==> src/rtl/rob_rollback_walker_if.sv <==
// Signal bundle between the recovery controller / ROB and the rollback walker.
// The controller side uses the master modport, the walker uses slave.
interface rob_rollback_walker_if #(
    parameter int TAG_W  = 5,
    parameter int PREG_W = 6
);
    // Handshake: recovery_start is a one-cycle pulse accepted only while the walker
    // is idle. The walker then waits (no outputs) until recovery_rollback is high,
    // walks the squashed entries youngest-first, and pulses ROB_recovery_finished
    // together with rob_tail_update on its last walk cycle. There is no
    // backpressure: every walk cycle's flush/restore/return outputs are consumed.
    logic              recovery_start;
    logic              recovery_rollback;
    logic [TAG_W-1:0]  miss_rob_tag;
    logic              miss_inclusive;
    logic [TAG_W-1:0]  rob_tail;
    logic              rob_full;

    logic [TAG_W-1:0]  rd_idx_0;
    logic [TAG_W-1:0]  rd_idx_1;
    logic              rd_has_dest_0;
    logic              rd_has_dest_1;
    logic [4:0]        rd_areg_0;
    logic [4:0]        rd_areg_1;
    logic [PREG_W-1:0] rd_old_preg_0;
    logic [PREG_W-1:0] rd_old_preg_1;
    logic [PREG_W-1:0] rd_new_preg_0;
    logic [PREG_W-1:0] rd_new_preg_1;

    logic [TAG_W-1:0]  flush_rob_tag_0;
    logic [TAG_W-1:0]  flush_rob_tag_1;
    logic              flush_rob_tag_0_valid;
    logic              flush_rob_tag_1_valid;

    logic              rn_restore_valid_0;
    logic              rn_restore_valid_1;
    logic [4:0]        rn_restore_areg_0;
    logic [4:0]        rn_restore_areg_1;
    logic [PREG_W-1:0] rn_restore_preg_0;
    logic [PREG_W-1:0] rn_restore_preg_1;

    logic              fl_return_valid_0;
    logic              fl_return_valid_1;
    logic [PREG_W-1:0] fl_return_preg_0;
    logic [PREG_W-1:0] fl_return_preg_1;

    logic              rob_tail_update;
    logic [TAG_W-1:0]  rob_new_tail;
    logic              ROB_recovery_finished;
    logic [1:0]        walk_state;

    modport master (
        output recovery_start, recovery_rollback, miss_rob_tag, miss_inclusive,
               rob_tail, rob_full,
               rd_has_dest_0, rd_has_dest_1, rd_areg_0, rd_areg_1,
               rd_old_preg_0, rd_old_preg_1, rd_new_preg_0, rd_new_preg_1,
        input  rd_idx_0, rd_idx_1,
               flush_rob_tag_0, flush_rob_tag_1, flush_rob_tag_0_valid, flush_rob_tag_1_valid,
               rn_restore_valid_0, rn_restore_valid_1, rn_restore_areg_0, rn_restore_areg_1,
               rn_restore_preg_0, rn_restore_preg_1,
               fl_return_valid_0, fl_return_valid_1, fl_return_preg_0, fl_return_preg_1,
               rob_tail_update, rob_new_tail, ROB_recovery_finished, walk_state
    );

    modport slave (
        input  recovery_start, recovery_rollback, miss_rob_tag, miss_inclusive,
               rob_tail, rob_full,
               rd_has_dest_0, rd_has_dest_1, rd_areg_0, rd_areg_1,
               rd_old_preg_0, rd_old_preg_1, rd_new_preg_0, rd_new_preg_1,
        output rd_idx_0, rd_idx_1,
               flush_rob_tag_0, flush_rob_tag_1, flush_rob_tag_0_valid, flush_rob_tag_1_valid,
               rn_restore_valid_0, rn_restore_valid_1, rn_restore_areg_0, rn_restore_areg_1,
               rn_restore_preg_0, rn_restore_preg_1,
               fl_return_valid_0, fl_return_valid_1, fl_return_preg_0, fl_return_preg_1,
               rob_tail_update, rob_new_tail, ROB_recovery_finished, walk_state
    );
endinterface

==> src/rtl/rob_rollback_walker.sv <==
// Walks squashed ROB entries youngest-first, two per cycle, restoring rename
// mappings and returning physical registers, then rewinds the ROB tail.
module rob_rollback_walker #(
    parameter int ROB_DEPTH = 32,
    parameter int TAG_W     = 5,
    parameter int PREG_W    = 6
) (
    input logic                  clk,
    input logic                  rst,
    rob_rollback_walker_if.slave bus
);
    localparam int CNT_W = TAG_W + 1;

    localparam logic [1:0] S_IDLE  = 2'd0;
    localparam logic [1:0] S_ARMED = 2'd1;
    localparam logic [1:0] S_WALK  = 2'd2;

    logic [1:0]        state;
    logic [1:0]        state_nx;
    logic [TAG_W-1:0]  first;
    logic [TAG_W-1:0]  ptr;
    logic [CNT_W-1:0]  count;

    logic [TAG_W-1:0]  first_cap;
    logic [CNT_W-1:0]  count_cap;
    logic [TAG_W-1:0]  tag_0;
    logic [TAG_W-1:0]  tag_1;
    logic [CNT_W-1:0]  step_n;
    logic              walking;
    logic              last_step;
    logic              slot_0_use;
    logic              slot_1_use;
    logic              restore_0;
    logic              restore_1;
    logic [PREG_W-1:0] old_preg_0;
    logic [PREG_W-1:0] old_preg_1;
    logic [PREG_W-1:0] new_preg_0;
    logic [PREG_W-1:0] new_preg_1;

    // A full ROB with tail == first means every entry is squashed, not none.
    always_comb begin
        first_cap = bus.miss_rob_tag + (bus.miss_inclusive ? TAG_W'(0) : TAG_W'(1));
        count_cap = {1'b0, bus.rob_tail - first_cap};
        if (bus.rob_full && (bus.rob_tail == first_cap)) begin
            count_cap = CNT_W'(ROB_DEPTH);
        end
    end

    assign walking    = (state == S_WALK);
    assign slot_0_use = walking && (count != '0);
    assign slot_1_use = walking && (count >= CNT_W'(2));
    assign last_step  = walking && (count <= CNT_W'(2));
    assign step_n     = slot_1_use ? CNT_W'(2) : (slot_0_use ? CNT_W'(1) : '0);
    assign tag_0      = ptr - TAG_W'(1);
    assign tag_1      = ptr - TAG_W'(2);

    always_comb begin
        state_nx = state;
        case (state)
            S_IDLE:  if (bus.recovery_start)    state_nx = S_ARMED;
            S_ARMED: if (bus.recovery_rollback) state_nx = S_WALK;
            S_WALK:  if (last_step)             state_nx = S_IDLE;
            default:                            state_nx = S_IDLE;
        endcase
    end

    always_ff @(posedge clk or posedge rst) begin
        if (rst) begin
            state <= S_IDLE;
            first <= '0;
            ptr   <= '0;
            count <= '0;
        end else begin
            state <= state_nx;
            if ((state == S_IDLE) && bus.recovery_start) begin
                first <= first_cap;
                ptr   <= bus.rob_tail;
                count <= count_cap;
            end else if (walking) begin
                ptr   <= ptr - step_n[TAG_W-1:0];
                count <= count - step_n;
            end
        end
    end

    assign restore_0  = slot_0_use && bus.rd_has_dest_0;
    assign restore_1  = slot_1_use && bus.rd_has_dest_1;
    assign old_preg_0 = restore_0 ? bus.rd_old_preg_0 : '0;
    assign old_preg_1 = restore_1 ? bus.rd_old_preg_1 : '0;
    assign new_preg_0 = restore_0 ? bus.rd_new_preg_0 : '0;
    assign new_preg_1 = restore_1 ? bus.rd_new_preg_1 : '0;

    // Everything is gated by state, so async reset zeroes outputs immediately.
    assign bus.rd_idx_0              = walking ? tag_0 : '0;
    assign bus.rd_idx_1              = walking ? tag_1 : '0;
    assign bus.flush_rob_tag_0       = slot_0_use ? tag_0 : '0;
    assign bus.flush_rob_tag_1       = slot_1_use ? tag_1 : '0;
    assign bus.flush_rob_tag_0_valid = slot_0_use;
    assign bus.flush_rob_tag_1_valid = slot_1_use;

    // Slot 1 is older; downstream applies it after slot 0 so its old mapping wins.
    assign bus.rn_restore_valid_0    = restore_0;
    assign bus.rn_restore_valid_1    = restore_1;
    assign bus.rn_restore_areg_0     = restore_0 ? bus.rd_areg_0 : '0;
    assign bus.rn_restore_areg_1     = restore_1 ? bus.rd_areg_1 : '0;
    assign bus.rn_restore_preg_0     = old_preg_0;
    assign bus.rn_restore_preg_1     = old_preg_1;

    assign bus.fl_return_valid_0     = restore_0;
    assign bus.fl_return_valid_1     = restore_1;
    assign bus.fl_return_preg_0      = new_preg_0;
    assign bus.fl_return_preg_1      = new_preg_1;

    assign bus.rob_tail_update       = last_step;
    assign bus.rob_new_tail          = last_step ? first : '0;
    assign bus.ROB_recovery_finished = last_step;
    assign bus.walk_state            = state;
endmodule

==> src/flat_wrapper.sv <==
// flat-port wrapper written by rule: the top's interface ports become plain ports
module rob_rollback_walker_flat 
#(
    parameter int ROB_DEPTH = 32,
    parameter int TAG_W     = 5,
    parameter int PREG_W    = 6
)
  (clk, rst, bus_recovery_start, bus_recovery_rollback, bus_miss_rob_tag, bus_miss_inclusive, bus_rob_tail, bus_rob_full, bus_rd_has_dest_0, bus_rd_has_dest_1, bus_rd_areg_0, bus_rd_areg_1, bus_rd_old_preg_0, bus_rd_old_preg_1, bus_rd_new_preg_0, bus_rd_new_preg_1, bus_rd_idx_0, bus_rd_idx_1, bus_flush_rob_tag_0, bus_flush_rob_tag_1, bus_flush_rob_tag_0_valid, bus_flush_rob_tag_1_valid, bus_rn_restore_valid_0, bus_rn_restore_valid_1, bus_rn_restore_areg_0, bus_rn_restore_areg_1, bus_rn_restore_preg_0, bus_rn_restore_preg_1, bus_fl_return_valid_0, bus_fl_return_valid_1, bus_fl_return_preg_0, bus_fl_return_preg_1, bus_rob_tail_update, bus_rob_new_tail, bus_ROB_recovery_finished, bus_walk_state);
  rob_rollback_walker_if #(.TAG_W(TAG_W), .PREG_W(PREG_W)) bus_i ();
  input logic clk;
  input logic rst;
  input wire logic [$bits(bus_i.recovery_start)-1:0] bus_recovery_start;
  input wire logic [$bits(bus_i.recovery_rollback)-1:0] bus_recovery_rollback;
  input wire logic [$bits(bus_i.miss_rob_tag)-1:0] bus_miss_rob_tag;
  input wire logic [$bits(bus_i.miss_inclusive)-1:0] bus_miss_inclusive;
  input wire logic [$bits(bus_i.rob_tail)-1:0] bus_rob_tail;
  input wire logic [$bits(bus_i.rob_full)-1:0] bus_rob_full;
  input wire logic [$bits(bus_i.rd_has_dest_0)-1:0] bus_rd_has_dest_0;
  input wire logic [$bits(bus_i.rd_has_dest_1)-1:0] bus_rd_has_dest_1;
  input wire logic [$bits(bus_i.rd_areg_0)-1:0] bus_rd_areg_0;
  input wire logic [$bits(bus_i.rd_areg_1)-1:0] bus_rd_areg_1;
  input wire logic [$bits(bus_i.rd_old_preg_0)-1:0] bus_rd_old_preg_0;
  input wire logic [$bits(bus_i.rd_old_preg_1)-1:0] bus_rd_old_preg_1;
  input wire logic [$bits(bus_i.rd_new_preg_0)-1:0] bus_rd_new_preg_0;
  input wire logic [$bits(bus_i.rd_new_preg_1)-1:0] bus_rd_new_preg_1;
  output wire logic [$bits(bus_i.rd_idx_0)-1:0] bus_rd_idx_0;
  output wire logic [$bits(bus_i.rd_idx_1)-1:0] bus_rd_idx_1;
  output wire logic [$bits(bus_i.flush_rob_tag_0)-1:0] bus_flush_rob_tag_0;
  output wire logic [$bits(bus_i.flush_rob_tag_1)-1:0] bus_flush_rob_tag_1;
  output wire logic [$bits(bus_i.flush_rob_tag_0_valid)-1:0] bus_flush_rob_tag_0_valid;
  output wire logic [$bits(bus_i.flush_rob_tag_1_valid)-1:0] bus_flush_rob_tag_1_valid;
  output wire logic [$bits(bus_i.rn_restore_valid_0)-1:0] bus_rn_restore_valid_0;
  output wire logic [$bits(bus_i.rn_restore_valid_1)-1:0] bus_rn_restore_valid_1;
  output wire logic [$bits(bus_i.rn_restore_areg_0)-1:0] bus_rn_restore_areg_0;
  output wire logic [$bits(bus_i.rn_restore_areg_1)-1:0] bus_rn_restore_areg_1;
  output wire logic [$bits(bus_i.rn_restore_preg_0)-1:0] bus_rn_restore_preg_0;
  output wire logic [$bits(bus_i.rn_restore_preg_1)-1:0] bus_rn_restore_preg_1;
  output wire logic [$bits(bus_i.fl_return_valid_0)-1:0] bus_fl_return_valid_0;
  output wire logic [$bits(bus_i.fl_return_valid_1)-1:0] bus_fl_return_valid_1;
  output wire logic [$bits(bus_i.fl_return_preg_0)-1:0] bus_fl_return_preg_0;
  output wire logic [$bits(bus_i.fl_return_preg_1)-1:0] bus_fl_return_preg_1;
  output wire logic [$bits(bus_i.rob_tail_update)-1:0] bus_rob_tail_update;
  output wire logic [$bits(bus_i.rob_new_tail)-1:0] bus_rob_new_tail;
  output wire logic [$bits(bus_i.ROB_recovery_finished)-1:0] bus_ROB_recovery_finished;
  output wire logic [$bits(bus_i.walk_state)-1:0] bus_walk_state;
  assign bus_i.recovery_start = bus_recovery_start;
  assign bus_i.recovery_rollback = bus_recovery_rollback;
  assign bus_i.miss_rob_tag = bus_miss_rob_tag;
  assign bus_i.miss_inclusive = bus_miss_inclusive;
  assign bus_i.rob_tail = bus_rob_tail;
  assign bus_i.rob_full = bus_rob_full;
  assign bus_i.rd_has_dest_0 = bus_rd_has_dest_0;
  assign bus_i.rd_has_dest_1 = bus_rd_has_dest_1;
  assign bus_i.rd_areg_0 = bus_rd_areg_0;
  assign bus_i.rd_areg_1 = bus_rd_areg_1;
  assign bus_i.rd_old_preg_0 = bus_rd_old_preg_0;
  assign bus_i.rd_old_preg_1 = bus_rd_old_preg_1;
  assign bus_i.rd_new_preg_0 = bus_rd_new_preg_0;
  assign bus_i.rd_new_preg_1 = bus_rd_new_preg_1;
  assign bus_rd_idx_0 = bus_i.rd_idx_0;
  assign bus_rd_idx_1 = bus_i.rd_idx_1;
  assign bus_flush_rob_tag_0 = bus_i.flush_rob_tag_0;
  assign bus_flush_rob_tag_1 = bus_i.flush_rob_tag_1;
  assign bus_flush_rob_tag_0_valid = bus_i.flush_rob_tag_0_valid;
  assign bus_flush_rob_tag_1_valid = bus_i.flush_rob_tag_1_valid;
  assign bus_rn_restore_valid_0 = bus_i.rn_restore_valid_0;
  assign bus_rn_restore_valid_1 = bus_i.rn_restore_valid_1;
  assign bus_rn_restore_areg_0 = bus_i.rn_restore_areg_0;
  assign bus_rn_restore_areg_1 = bus_i.rn_restore_areg_1;
  assign bus_rn_restore_preg_0 = bus_i.rn_restore_preg_0;
  assign bus_rn_restore_preg_1 = bus_i.rn_restore_preg_1;
  assign bus_fl_return_valid_0 = bus_i.fl_return_valid_0;
  assign bus_fl_return_valid_1 = bus_i.fl_return_valid_1;
  assign bus_fl_return_preg_0 = bus_i.fl_return_preg_0;
  assign bus_fl_return_preg_1 = bus_i.fl_return_preg_1;
  assign bus_rob_tail_update = bus_i.rob_tail_update;
  assign bus_rob_new_tail = bus_i.rob_new_tail;
  assign bus_ROB_recovery_finished = bus_i.ROB_recovery_finished;
  assign bus_walk_state = bus_i.walk_state;
  rob_rollback_walker #(.ROB_DEPTH(ROB_DEPTH), .TAG_W(TAG_W), .PREG_W(PREG_W)) u_core (.clk(clk), .rst(rst), .bus(bus_i));
endmodule
==> config.mk <==
export PLATFORM = sky130hd
export DESIGN_NAME = rob_rollback_walker_flat
export DESIGN_NICKNAME = d
export VERILOG_FILES = /design/src/rtl/rob_rollback_walker_if.sv /design/src/rtl/rob_rollback_walker.sv /design/src/flat_wrapper.sv
export SDC_FILE = /design/constraint.sdc
export NUM_CORES = 1
export LEC_CHECK = 0
export BUFFER_PORTS_ARGS = -buffer_cell sky130_fd_sc_hd__buf_2
export CAP_MARGIN = 30
export CELL_PAD_IN_SITES_DETAIL_PLACEMENT = 1
export CELL_PAD_IN_SITES_GLOBAL_PLACEMENT = 1
export CORE_AREA = 3 3 84 86
export CTS_CLUSTER_DIAMETER = 200
export DETAILED_ROUTE_END_ITERATION = 7
export DIE_AREA = 0 0 87 89
export GPL_ROUTABILITY_DRIVEN = 1
export PLACE_DENSITY_LB_ADDON = 0.2
export SLEW_MARGIN = 20
export SYNTH_ARGS = -nofsm -noshare
export SYNTH_HDL_FRONTEND = slang
export SYNTH_SLANG_ARGS = --single-unit
==> constraint.sdc <==
create_clock -name clk -period 3.9 [get_ports clk]
set_input_delay 0.195 -clock clk [delete_from_list [all_inputs] [get_ports clk]]
set_output_delay 0.195 -clock clk [all_outputs]
set_load 0.02 [all_outputs]
==> summary.log <==
[status] run status finished, final reports clean
[final_layout] # nets final 401
[detailed_routing] count of vias placed by the detailed router 1,932
[clock_network] clock-pin transition on the worst setup and hold timing paths 0.07 ns
[timing] Setup TNS 0 ns
[logic_synthesis] number of distinct library cell variants in the gate-level netlist after synthesis 44
[final_layout] cell area after layout 2480 um^2
[global_routing] pin count of the biggest net entering global routing 25
[detailed_routing] Detailed Route WL 5670 um
[final_layout] final core utilization 0.390
[clock_network] clock insertion delay at the later pin of the skew report 0.25 ns
[clock_network] number of post-CTS setup repair buffers 0
[timing] setup repair after global routing missed its margin false
[floorplan] horizontal die dimension 87 um
[logic_synthesis] post-synthesis instance total 222
[floorplan] vertical die dimension 89 um
[final_layout] area used by multi-input combinational logic 1210 um^2
[logic_synthesis] post-synthesis share of cell area spent on full adders, half adders and majority gates 0.130
[power] standby leakage power 0.00143 uW
[detailed_routing] DRT antenna net count 0
[place] quantity of I/O buffers inserted on ports 120
[detailed_routing] 1st-pass router iterations 4
[logic_synthesis] Synth async-reset ratio 1.00
[detailed_routing] average routed wire per standard cell 13.9 um
[final_layout] number of fill cells in the layout 826
[final_layout] number of inserted diodes 0
[clock_network] maximum clock insertion buffer count 2
[logic_synthesis] post-synthesis simple-gate area fraction 0.342
[power] IR drop worst, VDD 0.262 mV
[logic_synthesis] mux cell area share after synthesis 0.00552
[clock_network] root cell of the clock tree sky130_fd_sc_hd__clkbuf_8
[timing] max_slew headroom 0.520
[clock_network] TritonCTS clock tree done
[floorplan] placement row count 29
[floorplan] io pins 121
[logic_synthesis] Syn Nets 291
[place] post-place instance area 2420 um^2
[detailed_routing] Post-route DRC 0
[logic_synthesis] number of enable-type register cells in the synthesized netlist 0
[timing] final worst hold slack 0.0587 ns
[timing] largest clock skew in the final design 0.00279 ns
[final_layout] Register Area 450 um^2
[logic_synthesis] cell area after technology mapping 1810 um^2
[global_routing] total overflow reported by the global router 0
[worst_setup_path] Critical Path RT 4.03 ns
[detailed_routing] number of design-rule violations left by the first detailed-router iteration 108
[final_layout] ratio of cells with drive above 1 in the final layout 0.456
[logic_synthesis] Synth Register Bits 18
[logic_synthesis] area fraction in compound gates after synthesis 0.109
[timing] transition time at the pin with the least slew margin 0.719 ns
[logic_synthesis] sequential share of the synthesized area 0.248
[timing] crit share post-route 0.775
[timing] Max Fclk 0.331 GHz
[floorplan] core area 6350 um^2
[final_layout] commonest non-fill, non-tap cell in the layout sky130_fd_sc_hd__buf_2
[logic_synthesis] Syn. warnings 0
[place] DPL Wire Length 4720 um
[place] final RePlAce weighted congestion 0.812
[flow_run] Max Cap Violations 0
[logic_synthesis] Most used DFF post-synth sky130_fd_sc_hd__dfrtp_1
[logic_synthesis] average footprint of a synthesized cell 8.17 um^2
[global_routing] first-pass GRT wire length 9270 um
[clock_network] number of clock sinks 18
[clock_network] Gates resized, CTS repair 0
[worst_setup_path] WP data arrival 3.16 ns
[global_routing] antenna violations before repair 0
[final_layout] highest-count cells in the layout ignoring fill and taps sky130_fd_sc_hd__buf_2 (120), sky130_fd_sc_hd__nor2_1 (24), sky130_fd_sc_hd__and3_1 (22)
[timing] Final Hold Violating Endpoints 0
[timing] Final Setup Violations 0
[floorplan] area of the die 7740 um^2
[logic_synthesis] main combinational cell family by area after synthesis simple AND/OR/NAND/NOR gates
[global_routing] aggregate global-route resource usage 0.147
[timing] Tmin final 3.02 ns
[power] total power per unit cell area 612 nW/um^2
[clock_network] number of hold-repair buffers added at the cts stage 0
[final_layout] Area growth syn-to-layout 36.7%
[worst_hold_path] type of the most critical hold path in -> async
[power] Total Power Consumption 1520 uW
[timing] final-report max-slew violation count 0
[clock_network] clock buffers created by TritonCTS 3
[worst_setup_path] type of element launching the critical path flip-flop
[clock_network] total number of H-tree levels 1
[worst_setup_path] element type at the critical path end flip-flop
[logic_synthesis] share of the synthesized netlist area taken by xor and xnor gates 0.0821
[floorplan] starting utilization of the core area 0.286
[detailed_routing] via density per instance 4.74
[worst_setup_path] kind of critical path reg -> reg
[global_routing] number of global-route vias before repair 1,928
[worst_setup_path] critical path fanouts, max 5
metrics by stage:
step | setup slack, ns | cells
floorplan | 1.20 | 222
global placement | 1.11 | 404
detailed placement | 0.888 | 404
CTS | 0.881 | 408
global route | 0.733 | 408
finish | 0.877 | 408
flip-flops by register name, indices dropped and copies added, names as in the netlist:
| name | flops |
|---|---|
| u_core.count | 6 |
| u_core.first | 5 |
| u_core.ptr | 5 |
| u_core.bus.walk_state | 2 |
kinds of logic after synthesis:
group | count (synthesis)
compound gates | 28
xor+xnor | 17
fa+ha+maj | 17
buf+inv | 30
flops | 18
mux | 1
simple gates | 111
synthesized netlist by cell type, types with 2 or more instances:
library cell | instances | area share
sky130_fd_sc_hd__a221o_1 | 2 | 0.011
sky130_fd_sc_hd__and2_1 | 3 | 0.010
sky130_fd_sc_hd__o21ai_0 | 9 | 0.025
sky130_fd_sc_hd__and2_2 | 8 | 0.033
sky130_fd_sc_hd__ha_1 | 14 | 0.097
sky130_fd_sc_hd__buf_4 | 3 | 0.012
sky130_fd_sc_hd__buf_1 | 2 | 0.0041
sky130_fd_sc_hd__buf_6 | 2 | 0.012
sky130_fd_sc_hd__dfrtp_1 | 18 | 0.25
sky130_fd_sc_hd__clkbuf_1 | 9 | 0.019
sky130_fd_sc_hd__fa_1 | 3 | 0.033
sky130_fd_sc_hd__a21oi_1 | 6 | 0.017
sky130_fd_sc_hd__inv_1 | 12 | 0.025
sky130_fd_sc_hd__xor2_1 | 6 | 0.029
sky130_fd_sc_hd__xnor2_1 | 11 | 0.053
sky130_fd_sc_hd__nand2_1 | 17 | 0.035
sky130_fd_sc_hd__nand3_1 | 8 | 0.022
sky130_fd_sc_hd__nor3_1 | 9 | 0.025
sky130_fd_sc_hd__and3_1 | 22 | 0.076
sky130_fd_sc_hd__and2_4 | 9 | 0.043
sky130_fd_sc_hd__o211ai_1 | 3 | 0.012
sky130_fd_sc_hd__nor2_1 | 24 | 0.050
layout make-up:
class                   count  area share
repair buffers            122       0.248
inverters                  13      0.0197
clock buffers               4      0.0222
flip-flops and latches     18       0.182
well taps                  77      0.0389
multi-input cells         174       0.489
worst paths after layout:
| check | slack [ns] | from | endpoint | depth (start not counted) |
|---|---|---|---|---|
| worst max-delay path | 0.88 | u_core.count[2]$_DFFE_PP0P_ | u_core.ptr[4]$_DFFE_PP0P_ | 9 |
| worst min-delay path | 0.06 | rst | u_core.ptr[0]$_DFFE_PP0P_ | 2 |
| worst max register to register | 0.88 | u_core.count[2]$_DFFE_PP0P_ | u_core.ptr[4]$_DFFE_PP0P_ | 9 |
| worst min register to register | 0.48 | u_core.first[0]$_DFFE_PP0P_ | u_core.first[0]$_DFFE_PP0P_ | 2 |
| max in group asynchronous | 3.39 | rst | u_core.first[0]$_DFFE_PP0P_ | 2 |
| min in group clk | 0.13 | bus_recovery_rollback | u_core.bus.walk_state[0]$_DFFE_PP0P_ | 2 |
report_power, final:
part	total (uW)	internal, uW	switching (uW)	leakage [uW]
clock network	151	89.5	61.9	0.0000288
registers	387	276	111	0.000221
logic	979	378	601	0.00118
total	1520	743	774	0.00143
layer usage:
| metal | vias up | wire length [um] | part of all wire | track usage |
|---|---|---|---|---|
| met3 | 2 | 432 | 0.076 | 0.0230 |
| met2 | 61 | 2740 | 0.48 | 0.255 |
| met1 | 901 | 2460 | 0.43 | 0.192 |
| met5 | - | 0 | 0 | 0 |
| met4 | 0 | 36 | 0.0063 | 0.0326 |
| li1 | 968 | - | - | - |
worst max-delay path: stages (launching register included):
cell and delay, ns:
sky130_fd_sc_hd__dfrtp_1 0.42, sky130_fd_sc_hd__or4_4 0.56, sky130_fd_sc_hd__or2_4 0.27, sky130_fd_sc_hd__nor3_1 0.26
sky130_fd_sc_hd__ha_1 0.21, sky130_fd_sc_hd__inv_1 0.06, sky130_fd_sc_hd__fa_1 0.41, sky130_fd_sc_hd__o31ai_1 0.25
sky130_fd_sc_hd__o21ai_0 0.15, sky130_fd_sc_hd__a221o_1 0.31
(Power assumes the default switching activity.)
